**src/rtl/mc_controller.sv**
```systemverilog
// Multicycle MIPS control unit: sequences FETCH/DECODE/EXEC/MEM/WB and drives
// datapath control from the opcode/funct latched in DECODE; counts retired instructions.
module mc_controller #(
    parameter int CNT_W = 32
) (
    input  logic             clk,
    input  logic             reset,
    input  logic [5:0]       opcode,
    input  logic [5:0]       funct,
    output logic             IRWrite,
    output logic             PCWrite,
    output logic             RegWrite,
    output logic             MemWrite,
    output logic             MemtoReg,
    output logic             RegDst,
    output logic             Link,
    output logic [1:0]       ALUSrc,
    output logic [2:0]       ALUControl,
    output logic             Branch,
    output logic             Jump,
    output logic             JR,
    output logic             instr_done,
    output logic             illegal,
    output logic [CNT_W-1:0] instr_count
);

    typedef enum logic [2:0] {FETCH, DECODE, EXEC, MEM, WB} state_t;
    typedef enum logic [3:0] {
        I_ADDU, I_SUBU, I_JR, I_ORI, I_LUI, I_LW, I_SW, I_BEQ, I_J, I_JAL, I_ILL
    } instr_t;

    function automatic instr_t classify(input logic [5:0] op, input logic [5:0] fn);
        instr_t c;
        case (op)
            6'b000000: begin
                case (fn)
                    6'b100001: c = I_ADDU;
                    6'b100011: c = I_SUBU;
                    6'b001000: c = I_JR;
                    default:   c = I_ILL;
                endcase
            end
            6'b001101: c = I_ORI;
            6'b001111: c = I_LUI;
            6'b100011: c = I_LW;
            6'b101011: c = I_SW;
            6'b000100: c = I_BEQ;
            6'b000010: c = I_J;
            6'b000011: c = I_JAL;
            default:   c = I_ILL;
        endcase
        return c;
    endfunction

    state_t           state, state_next;
    instr_t           kind;
    logic [5:0]       op_q, fn_q;
    logic [CNT_W-1:0] cnt;
    logic             done;

    // DECODE must act on the live IR fields; later states use the latched copy.
    always_comb begin
        if (state == DECODE) kind = classify(opcode, funct);
        else                 kind = classify(op_q, fn_q);
    end

    always_ff @(posedge clk) begin
        if (reset) begin
            state <= FETCH;
            op_q  <= '0;
            fn_q  <= '0;
            cnt   <= '0;
        end else begin
            state <= state_next;
            if (state == DECODE) begin
                op_q <= opcode;
                fn_q <= funct;
            end
            if (done) cnt <= cnt + CNT_W'(1);
        end
    end

    always_comb begin
        state_next = state;
        done       = 1'b0;
        IRWrite    = 1'b0;
        PCWrite    = 1'b0;
        RegWrite   = 1'b0;
        MemWrite   = 1'b0;
        MemtoReg   = 1'b0;
        RegDst     = 1'b0;
        Link       = 1'b0;
        ALUSrc     = 2'b00;
        ALUControl = 3'b000;
        Branch     = 1'b0;
        Jump       = 1'b0;
        JR         = 1'b0;
        illegal    = 1'b0;

        // ALU setup is held constant across EXEC, MEM and WB.
        if (state == EXEC || state == MEM || state == WB) begin
            case (kind)
                I_SUBU:      ALUControl = 3'b001;
                I_BEQ:       ALUControl = 3'b001;
                I_ORI:  begin ALUControl = 3'b010; ALUSrc = 2'b10; end
                I_LUI:  begin ALUControl = 3'b011; ALUSrc = 2'b11; end
                I_LW, I_SW:  ALUSrc     = 2'b01;
                I_JR:        ALUControl = 3'b100;
                default: ;
            endcase
        end

        case (state)
            FETCH: begin
                IRWrite    = 1'b1;
                state_next = DECODE;
            end
            DECODE: begin
                if (kind == I_ILL) begin
                    PCWrite    = 1'b1;
                    done       = 1'b1;
                    illegal    = 1'b1;
                    state_next = FETCH;
                end else begin
                    state_next = EXEC;
                end
            end
            EXEC: begin
                case (kind)
                    I_LW, I_SW: state_next = MEM;
                    I_BEQ: begin
                        Branch     = 1'b1;
                        PCWrite    = 1'b1;
                        done       = 1'b1;
                        state_next = FETCH;
                    end
                    I_J: begin
                        Jump       = 1'b1;
                        PCWrite    = 1'b1;
                        done       = 1'b1;
                        state_next = FETCH;
                    end
                    I_JAL: begin
                        Jump       = 1'b1;
                        Link       = 1'b1;
                        RegWrite   = 1'b1;
                        PCWrite    = 1'b1;
                        done       = 1'b1;
                        state_next = FETCH;
                    end
                    I_JR: begin
                        JR         = 1'b1;
                        PCWrite    = 1'b1;
                        done       = 1'b1;
                        state_next = FETCH;
                    end
                    default: state_next = WB;
                endcase
            end
            MEM: begin
                if (kind == I_SW) begin
                    MemWrite   = 1'b1;
                    PCWrite    = 1'b1;
                    done       = 1'b1;
                    state_next = FETCH;
                end else begin
                    state_next = WB;
                end
            end
            WB: begin
                RegWrite   = 1'b1;
                PCWrite    = 1'b1;
                done       = 1'b1;
                RegDst     = (kind == I_ADDU) || (kind == I_SUBU);
                MemtoReg   = (kind == I_LW);
                state_next = FETCH;
            end
            default: state_next = FETCH;
        endcase

        instr_done = done;

        // Reset silences every output for the cycle, abandoning any pending write.
        if (reset) begin
            IRWrite    = 1'b0;
            PCWrite    = 1'b0;
            RegWrite   = 1'b0;
            MemWrite   = 1'b0;
            MemtoReg   = 1'b0;
            RegDst     = 1'b0;
            Link       = 1'b0;
            ALUSrc     = 2'b00;
            ALUControl = 3'b000;
            Branch     = 1'b0;
            Jump       = 1'b0;
            JR         = 1'b0;
            instr_done = 1'b0;
            illegal    = 1'b0;
        end
    end

    always_comb instr_count = reset ? '0 : cnt;

endmodule

```
**config.mk**
```make
export PLATFORM = sky130hd
export DESIGN_NAME = mc_controller
export DESIGN_NICKNAME = d
export VERILOG_FILES = /design/src/rtl/mc_controller.sv
export SDC_FILE = /design/constraint.sdc
export NUM_CORES = 1
export LEC_CHECK = 0
export ABC_CLOCK_PERIOD_IN_PS = 4450
export BUFFER_PORTS_ARGS = -buffer_cell sky130_fd_sc_hd__buf_2
export CORE_MARGIN = 4
export CORE_UTILIZATION = 35
export CTS_BUF_LIST = sky130_fd_sc_hd__clkbuf_4 sky130_fd_sc_hd__clkbuf_8
export DETAILED_ROUTE_END_ITERATION = 6
export GPL_ROUTABILITY_DRIVEN = 0
export PLACE_DENSITY = 0.56
export SLEW_MARGIN = 30
export SYNTH_ARGS = -nofsm -noshare
export SYNTH_HDL_FRONTEND = slang
export SYNTH_SLANG_ARGS = --single-unit
```
**constraint.sdc**
```tcl
create_clock -name clk -period 4.45 [get_ports clk]
set_input_delay 0.445 -clock clk [delete_from_list [all_inputs] [get_ports clk]]
set_output_delay 0.445 -clock clk [all_outputs]
set_load 0.01 [all_outputs]
```
## After elaboration in Yosys (flattened, before gate mapping)

Cells that the tools add are included.
W data, S select, Z words.

- Bits in registers: 47
- Input bits: 14
- Output and inout bits: 49

- $add $sub $neg: 1
- Equality and inequality tests: 34
- Mux-type cells: 45
- Reductions and logical operators: 11

Operators with widths:

| kind | number |
|---|---|
| $pmux W4 S8 | 2 |
| $eq A6 B6 Y1 const B | 8 |
| $eq A6 B4 Y1 const B | 6 |
| $add A32 B1 Y32 const B | 1 |
| $mux W32 | 1 |
| $mux W1 | 27 |
| $eq A6 B2 Y1 const B | 4 |
| $pmux W3 S4 | 2 |
| $pmux W4 S3 | 2 |
| $eq A4 B3 Y1 const B | 4 |
| $eq A4 B4 Y1 const B | 3 |
| $eq A6 B3 Y1 const B | 2 |
| $logic_not A6 Y1 | 2 |
| $mux W3 | 3 |
| $eq A4 B2 Y1 const B | 2 |
| $eq A3 B2 Y1 const B | 2 |
| $mux W2 | 3 |
| $pmux W2 S3 | 1 |
| $pmux W3 S2 | 1 |
| $reduce_or A2 Y1 | 3 |
| $eq A4 B1 Y1 const B | 1 |
| $logic_not A4 Y1 | 1 |
| $mux W4 | 1 |
| $pmux W1 S4 | 1 |
| 6 further kinds | 8 |

## Logic depth before layout (Yosys ltp)

Gate-level depths: netlist of the first run.

- Word-level depth: 9
- Gate-level depth with buffers: 11
- Mapped depth without buffers: 8

## Least setup slack after synthesis of the first run

No wires, ideal clock.

- Path kind: input-to-output
- Start: in opcode[5]
- End: out instr_done
- Arrival: 2.695 ns
- Data required time: 4.005 ns
- Slack: 1.310 ns
- Cell stages on the path: 10
- Path buffers: 4
- Cells stage by stage: buf_2 -> or3_4 -> nor3b_1 -> a31oi_1 -> o31a_1 -> clkbuf_1 -> o311a_4 -> buf_2 -> a21oi_1 -> buf_4

- Cells in the longest elaborated chain, start to end: 8
- Elaborated cells on any way between the ends: 22
- Classes of those cells: eq/ne (13); mux (7); reduce/logical (2)

RTL lines:

| what | line | RTL |
|---|---|---|
| start, declared | 8 | `input logic [5:0] opcode,` |
| $eq A6 B2 Y1, or another cell as far along | 34 | `case (op)` |
| $pmux W4 S8 (*) | 34 |  |
| $mux W4 (*) | 63 | `if (state == DECODE) kind = classify(opcode, funct);` |
| $eq A4 B2 Y1, or another cell as far along | -- |  |
| $reduce_or A4 Y1 (no source line) | -- |  |
| $mux W1 | -- |  |
| $pmux W1 S4 (*) | -- |  |
| $mux W1 (*) | -- |  |
| end, declared | 22 | `output logic instr_done,` |

Every way passes the cells marked *; elsewhere a longest branch is shown, timed or not.

## Worst setup path after layout of the first run

- Start: reg state[0]
- End: out PCWrite

- Cells in the longest elaborated chain, start to end: 7
- Elaborated cells on any way between the ends: 17
- Classes of those cells: eq/ne (10); mux (6); reduce/logical (1)

RTL lines:

| what | line | RTL |
|---|---|---|
| start, declared | 55 | `state_t state, state_next;` |
| start signal, assigned | 74 | `state <= state_next;` |
| $eq A3 B1 Y1 | 63, 113 |  |
| $mux W4 | 63 |  |
| $eq A4 B2 Y1, or another cell as far along | 129 | `case (kind)` |
| $reduce_or A4 Y1 (no source line) | -- |  |
| $mux W1 | 129 |  |
| $pmux W1 S4 (*) | 113 | `case (state)` |
| $mux W1 (*) | 184 | `if (reset) begin` |
| end, declared | 11 | `output logic PCWrite,` |

Marks and branches as above.

==> results of run 1 <==
[cell usage after synthesis (all sizes together), types with 6 or more instances]
cell type  count
and4           6
buf           17
mux2          30
dfxtp         47
clkbuf        20
inv            7
and2           9
nor2b         34
and3           7
nand3         27
a21oi         48
nor2          49
nand4          6
nand2b         6
nand2         40
o21ai          8
nor3           9
[where the power goes]
part	internal (µW)	leakage (µW)	switching [µW]	total [µW]
sequential	447	0.000381	42.6	489
clock	119	0.0000488	152	272
combinational	136	0.00109	245	381
[worst paths after layout]
| path | start | endpoint |
|---|---|---|
| max reg2reg | state[0] | cnt[19] |
| max | state[0] | PCWrite |
| min reg2reg | fn_q[1] | fn_q[1] |
| min | funct[3] | fn_q[3] |
[sequential cells by signal, indices dropped and copies added (netlist names)]
register / cells
cnt: 32
fn_q: 6
state: 3
op_q: 6
[cells by family after synthesis]
family	after synthesis	synth area share (%)
simple gates	220	35.72
compound gates	88	18.24
flops	47	28.40
buf+inv	44	5.929
mux	32	10.80
xor+xnor	2	0.5288
fa+ha+maj	1	0.3776
[worst register-to-register path, stage by stage, from the launching register on]
cell,delay [ps]
dfxtp_1,500
inv_1,120
or3_1,580
a211oi_4,310
a32oi_2,250
nand3b_1,250
a311o_1,330
buf_4,230
a2111oi_4,390
mux2_1,350
[stage by stage]
stage	std cells	power (µW)	util, %	worst slack, ps	instance area [µm²]
2_1_floorplan	434	799.3	-	1310	3313
3_3_place_gp	591	871.1	39.36	1095	3637
3_5_place_dp	591	878.7	39.36	1018	3637
4_1_cts	599	1156	40.38	655.3	3731
5_1_grt	599	1228	40.38	446.0	3731
6_report	599	1142	40.38	681.0	3731
[metal layers]
layer | vias up | share of wire [%]
met4 | 0 | 0.41
met1 | 1497 | 48
met3 | 2 | 4.5
met5 | - | 0
li1 | 1603 | -
met2 | 73 | 47
[final cells by class]
class | count | area (µm²) | share of cell area [%]
Sequential cell | 47 | 940.9 | 25.22
Multi-Input combinational cell | 343 | 2176 | 58.32
Clock buffer | 6 | 76.32 | 2.046
Tap cell | 129 | 161.4 | 4.326
Inverter | 7 | 26.28 | 0.7042
Timing Repair Buffer | 65 | 332.8 | 8.920
Clock inverter | 2 | 17.52 | 0.4695
==> out/qor.yml, run 1 <==
drt:
  drc: 0
  vias: 3175
  drt_wl_total_um: 8271
  drt-initial-drc-count: 127
  vias_per_cell: 5.301
  routedWlPerCell_um: 13.81
  first_pass_iters: 5
  ant_nets: 0
yosys:
  yosys.area.top_type: "dfxtp_1"
  synthArstFlopShare_pct: 0
  ys_seq_area_share_pct: 28.40
  ys_seq_elements: 47
  syn_nets: 449
  netlist_area_um2: 3313
  synthTopCellsByArea: "dfxtp_1, mux2_2, a21oi_1"
  yosysTopAreaCellShare_pct: 28.40
  yosys_warnings: 0
  avgSynthCellArea_um2: 7.634
  syn_inst: 434
  yosys.cell_types.count: 63
  synth_edf_count: 0
  synth_ff_type: "dfxtp_1"
timing:
  clock_skew_ps: 15.24
  period_share_pct: 84.70
  period_minus_slack_ps: 3769
  hold_violations: 0
  relSlewSlack_pct: 44.86
  maxSlewViolCount: 0
  rsz0062_at_grt: "no"
  worst_slew_pin_slew_ps: 824.0
  fin_tns_setup_ps: 0
  max_clock_freq_mhz: 265.3
  holdWs_ps: 409.7
  finalSetupViolCount: 0
worst_setup_path:
  cp.depth: 9
  worstRegToRegCells: 9
  cp_top_family: "compound AO/OA/AOI/OAI gates"
  critical_path_buf_inv_count: 3
  arrival_ps: 3320
  critical_path.max_fanout: 31
  path_class: "reg2out"
  required_ps: 4010
  crit_slowest_cell: "or3_1"
  crit_path_cell_trace: "inv_1 -> or3_1 -> a211oi_4 -> a32oi_2 -> nand3b_1 -> a311o_1 -> buf_4 -> a21oi_1 -> buf_2"
  endpoint_kind: "primary output"
  crit_path_start_kind: "register"
  max_stage_delay_ps: 580
  reg2reg_setup_slack_ps: 1040
finish:
  drive_gt1_share_pct: 24.89
  fill_cells: 1000
  antenna_cells: 0
  layout_common_cells: "buf_2, nor2_1, a21oi_1"
  area_growth_pct: 12.61
  nNetsFinal: 484
  layout_commonest_cell: "buf_2"
hold_path:
  hold_depth: 3
  holdCritPathClass: "in2reg"
run:
  maxCapViolCount: 0
clock_network:
  clk_latency_ps: 300
  cts_buffers: 5
  cts_tree: "done"
  ctsHoldBuffers: 0
  cts_max_level: 2
  cts_sinks: 47
  cts_post_setup_buffers_inserted: 0
  clock_path_buffers: 2
  clk_pin_slew_ps: 90
  clockRootBuffer: "clkbuf_8"
  cts_resized: 0
power_and_ir_drop:
  p_leak_uw: 0.001516
  power.density_nw_per_um2: 306.1
  ir_drop_uv: 124.6
die:
  fp.dieH_um: 105.3
  core_area_um2: 9240
  pin_count: 63
  die_x_um: 105.3
  initial_core_util_pct: 35.86
  dieArea_um2: 11090
  num_rows: 35
grt:
  grt_max_degree: 69
  first_global_vias: 2983
  met3_usage_pct: 3.123
  grt_use_met2_pct: 24.41
  grt_overflow: 0
  antenna_found_initial: 0
  met1_usage_pct: 20.64
  grt_pass1_wl_um: 14080
  grt.busiest_layer: "met2"
  track_usage_pct: 14.96
status:
  outcome: "finished clean"
place:
  io_buffers: 62
  hpwlAfterDp_um: 6069
No activity file was read; power rests on OpenSTA's default activity.
==> run 2, diff against run 1 <==
--- a/config.mk
+++ b/config.mk
@@ -5,14 +5,14 @@
 export SDC_FILE = /design/constraint.sdc
 export NUM_CORES = 1
 export LEC_CHECK = 0
-export ABC_CLOCK_PERIOD_IN_PS = 4450
+export ABC_CLOCK_PERIOD_IN_PS = 3200
 export BUFFER_PORTS_ARGS = -buffer_cell sky130_fd_sc_hd__buf_2
 export CORE_MARGIN = 4
 export CORE_UTILIZATION = 35
 export CTS_BUF_LIST = sky130_fd_sc_hd__clkbuf_4 sky130_fd_sc_hd__clkbuf_8
 export DETAILED_ROUTE_END_ITERATION = 6
 export GPL_ROUTABILITY_DRIVEN = 0
-export PLACE_DENSITY = 0.56
+export PLACE_DENSITY = 0.58
 export SLEW_MARGIN = 30
 export SYNTH_ARGS = -nofsm -noshare
 export SYNTH_HDL_FRONTEND = slang
==> constraint.sdc (replaced) <==
create_clock -name clk -period 3.2 [get_ports clk]
set_input_delay 0.32 -clock clk [delete_from_list [all_inputs] [get_ports clk]]
set_output_delay 0.32 -clock clk [all_outputs]
set_load 0.01 [all_outputs]
==> run 2 against run 1 <==
Effect of this change:
- count of clock-buffer cells in the layout is 1 lower
- combinational power is 59% higher
- clock power up 44%
- utilization up 1.3 points
- first-iteration DRC count up 39%
- clock skew down 3.2 ps
- via count is 0.66% higher
==> out/qor.yml, run 2 (synthesis gave the netlist of run 1 again) <==
power_and_ir_drop:
  ir_drop_uv: 166.9
  power.density_nw_per_um2: 432.0
  p_leak_uw: 0.001583
  totalPowerFinal_uw: 1664
worst_setup_path:
  endpoint_kind: "primary output"
  required_ps: 2880
  max_stage_delay_ps: 540
  crit_path_start_kind: "register"
  crit_slowest_cell: "or4_4"
  critical_path.max_fanout: 12
  arrival_ps: 2770
  critical_path_buf_inv_count: 1
  cp_top_family: "compound AO/OA/AOI/OAI gates"
  path_class: "reg2out"
  crit_path_cell_trace: "or4_4 -> a221oi_2 -> a31oi_1 -> a32o_1 -> nand3b_4 -> o311a_4 -> a21oi_4 -> buf_2"
clock_network:
  clock_path_buffers: 2
  clk_latency_ps: 310
  clk_pin_slew_ps: 100
  clockRootBuffer: "clkbuf_8"
  cts_max_level: 2
  ctsHoldBuffers: 0
  cts_tree: "done"
  cts_buffers: 5
  cts_sinks: 47
place:
  hpwlAfterDp_um: 6385
  place_ws_ps: 172.7
  placed_area_um2: 3735
  io_buffers: 62
timing:
  fin_ws_ps: 109.5
  hold_violations: 0
  relSlewSlack_pct: 54.16
  max_clock_freq_mhz: 323.6
  holdWs_ps: 260.1
  clock_skew_ps: 12.01
  finalSetupViolCount: 0
  worst_slew_pin_slew_ps: 687.6
  rsz0062_at_grt: "no"
  maxSlewViolCount: 0
  period_minus_slack_ps: 3091
  fin_tns_setup_ps: 0
  period_share_pct: 96.58
grt:
  grt_pass1_wl_um: 13830
  grt_max_degree: 46
  met3_usage_pct: 3.246
  track_usage_pct: 14.77
  first_global_vias: 2949
  antenna_found_initial: 0
  grt.busiest_layer: "met2"
  grt_use_met2_pct: 25.14
  grt_overflow: 0
  met1_usage_pct: 19.17
finish:
  regArea_um2: 942.2
  antenna_cells: 0
  fill_cells: 983
  drive_gt1_share_pct: 27.48
  layout_commonest_cell: "buf_2"
  fin_area_um2: 3851
  reg_top3: "cnt x32, fn_q x6, op_q x6"
  layout_common_cells: "buf_2, nor2_1, a21oi_1"
  multiInputGateArea_um2: 2187
  top_register: "cnt"
  area_growth_pct: 16.24
  nNetsFinal: 498
  largest_reg_flops: 32
die:
  num_rows: 35
  initial_core_util_pct: 35.86
  fp.dieH_um: 105.3
  dieArea_um2: 11090
  pin_count: 63
  die_x_um: 105.3
  core_area_um2: 9240
drt:
  routedWlPerCell_um: 13.68
  drt-initial-drc-count: 176
  ant_nets: 0
  drc: 0
  drt_wl_total_um: 8385
  first_pass_iters: 5
  vias: 3196
  vias_per_cell: 5.214
hold_path:
  holdCritPathClass: "in2reg"
status:
  outcome: "finished clean"
run:
  maxCapViolCount: 0
## run 2: cell types whose count changed in the layout (fill, tap and decap cells not counted)
cell	delta
buf_4	+14
clkinvlp_4	+1
clkbuf_4	-1
a21oi_1	-1
inv_6	+1
dfxtp_2	+1
dfxtp_1	-1
a21oi_4	+1
clkinv_4	-2
inv_8	+1
## run 2: path summary, 6_finish.rpt
path / startpoint / to / slack [ps] / depth (start not counted)
worst max register to register: op_q[5] / cnt[26] / 190 / 9
worst min-delay path: funct[1] / fn_q[1] / 260 / 3
worst max-delay path: op_q[5] / instr_done / 110 / 8
worst min register to register: fn_q[3] / fn_q[3] / 480 / 2
## run 2: timing repair
action	in CTS	in global routing
endpoints found under the setup margin	2	4
gates cloned	0	0
pin swaps	0	0
buffers inserted	0	1
resized for setup	1	2
## run 2: layer usage
layer / vias up / part of all wire, %
met4: 0 / 0.68
met1: 1484 / 45
met5: - / 0
met2: 71 / 49
li1: 1637 / -
met3: 4 / 5.3
## run 2: power breakdown
part | total [µW] | switching (µW) | internal (µW)
Combinational | 604 | 371 | 233
Clock | 392 | 230 | 162
Sequential | 667 | 45.1 | 622
Total | 1660 | 646 | 1020
## run 2: through the flow
step | std cells | util, %
3_5_place_dp | 604 | 40.42
4_1_cts | 612 | 41.50
2_1_floorplan | 434 | -
6_report | 613 | 41.68
3_3_place_gp | 604 | 40.42
5_1_grt | 613 | 41.68
## run 2: tightest hold or removal path, stage by stage
cell and delay [ps]:
buf_2 110, nand2_1 50, a21oi_1 50
## run 2: final cells by class
| type | instances | share of cell area (%) |
|---|---|---|
| Multi-Input combinational cell | 343 | 56.79 |
| Sequential cell | 47 | 24.46 |
| Timing Repair Buffer | 79 | 11.37 |
| Tap cell | 129 | 4.191 |
| Clock buffer | 5 | 1.787 |
| Clock inverter | 3 | 0.7148 |
| Inverter | 7 | 0.6823 |
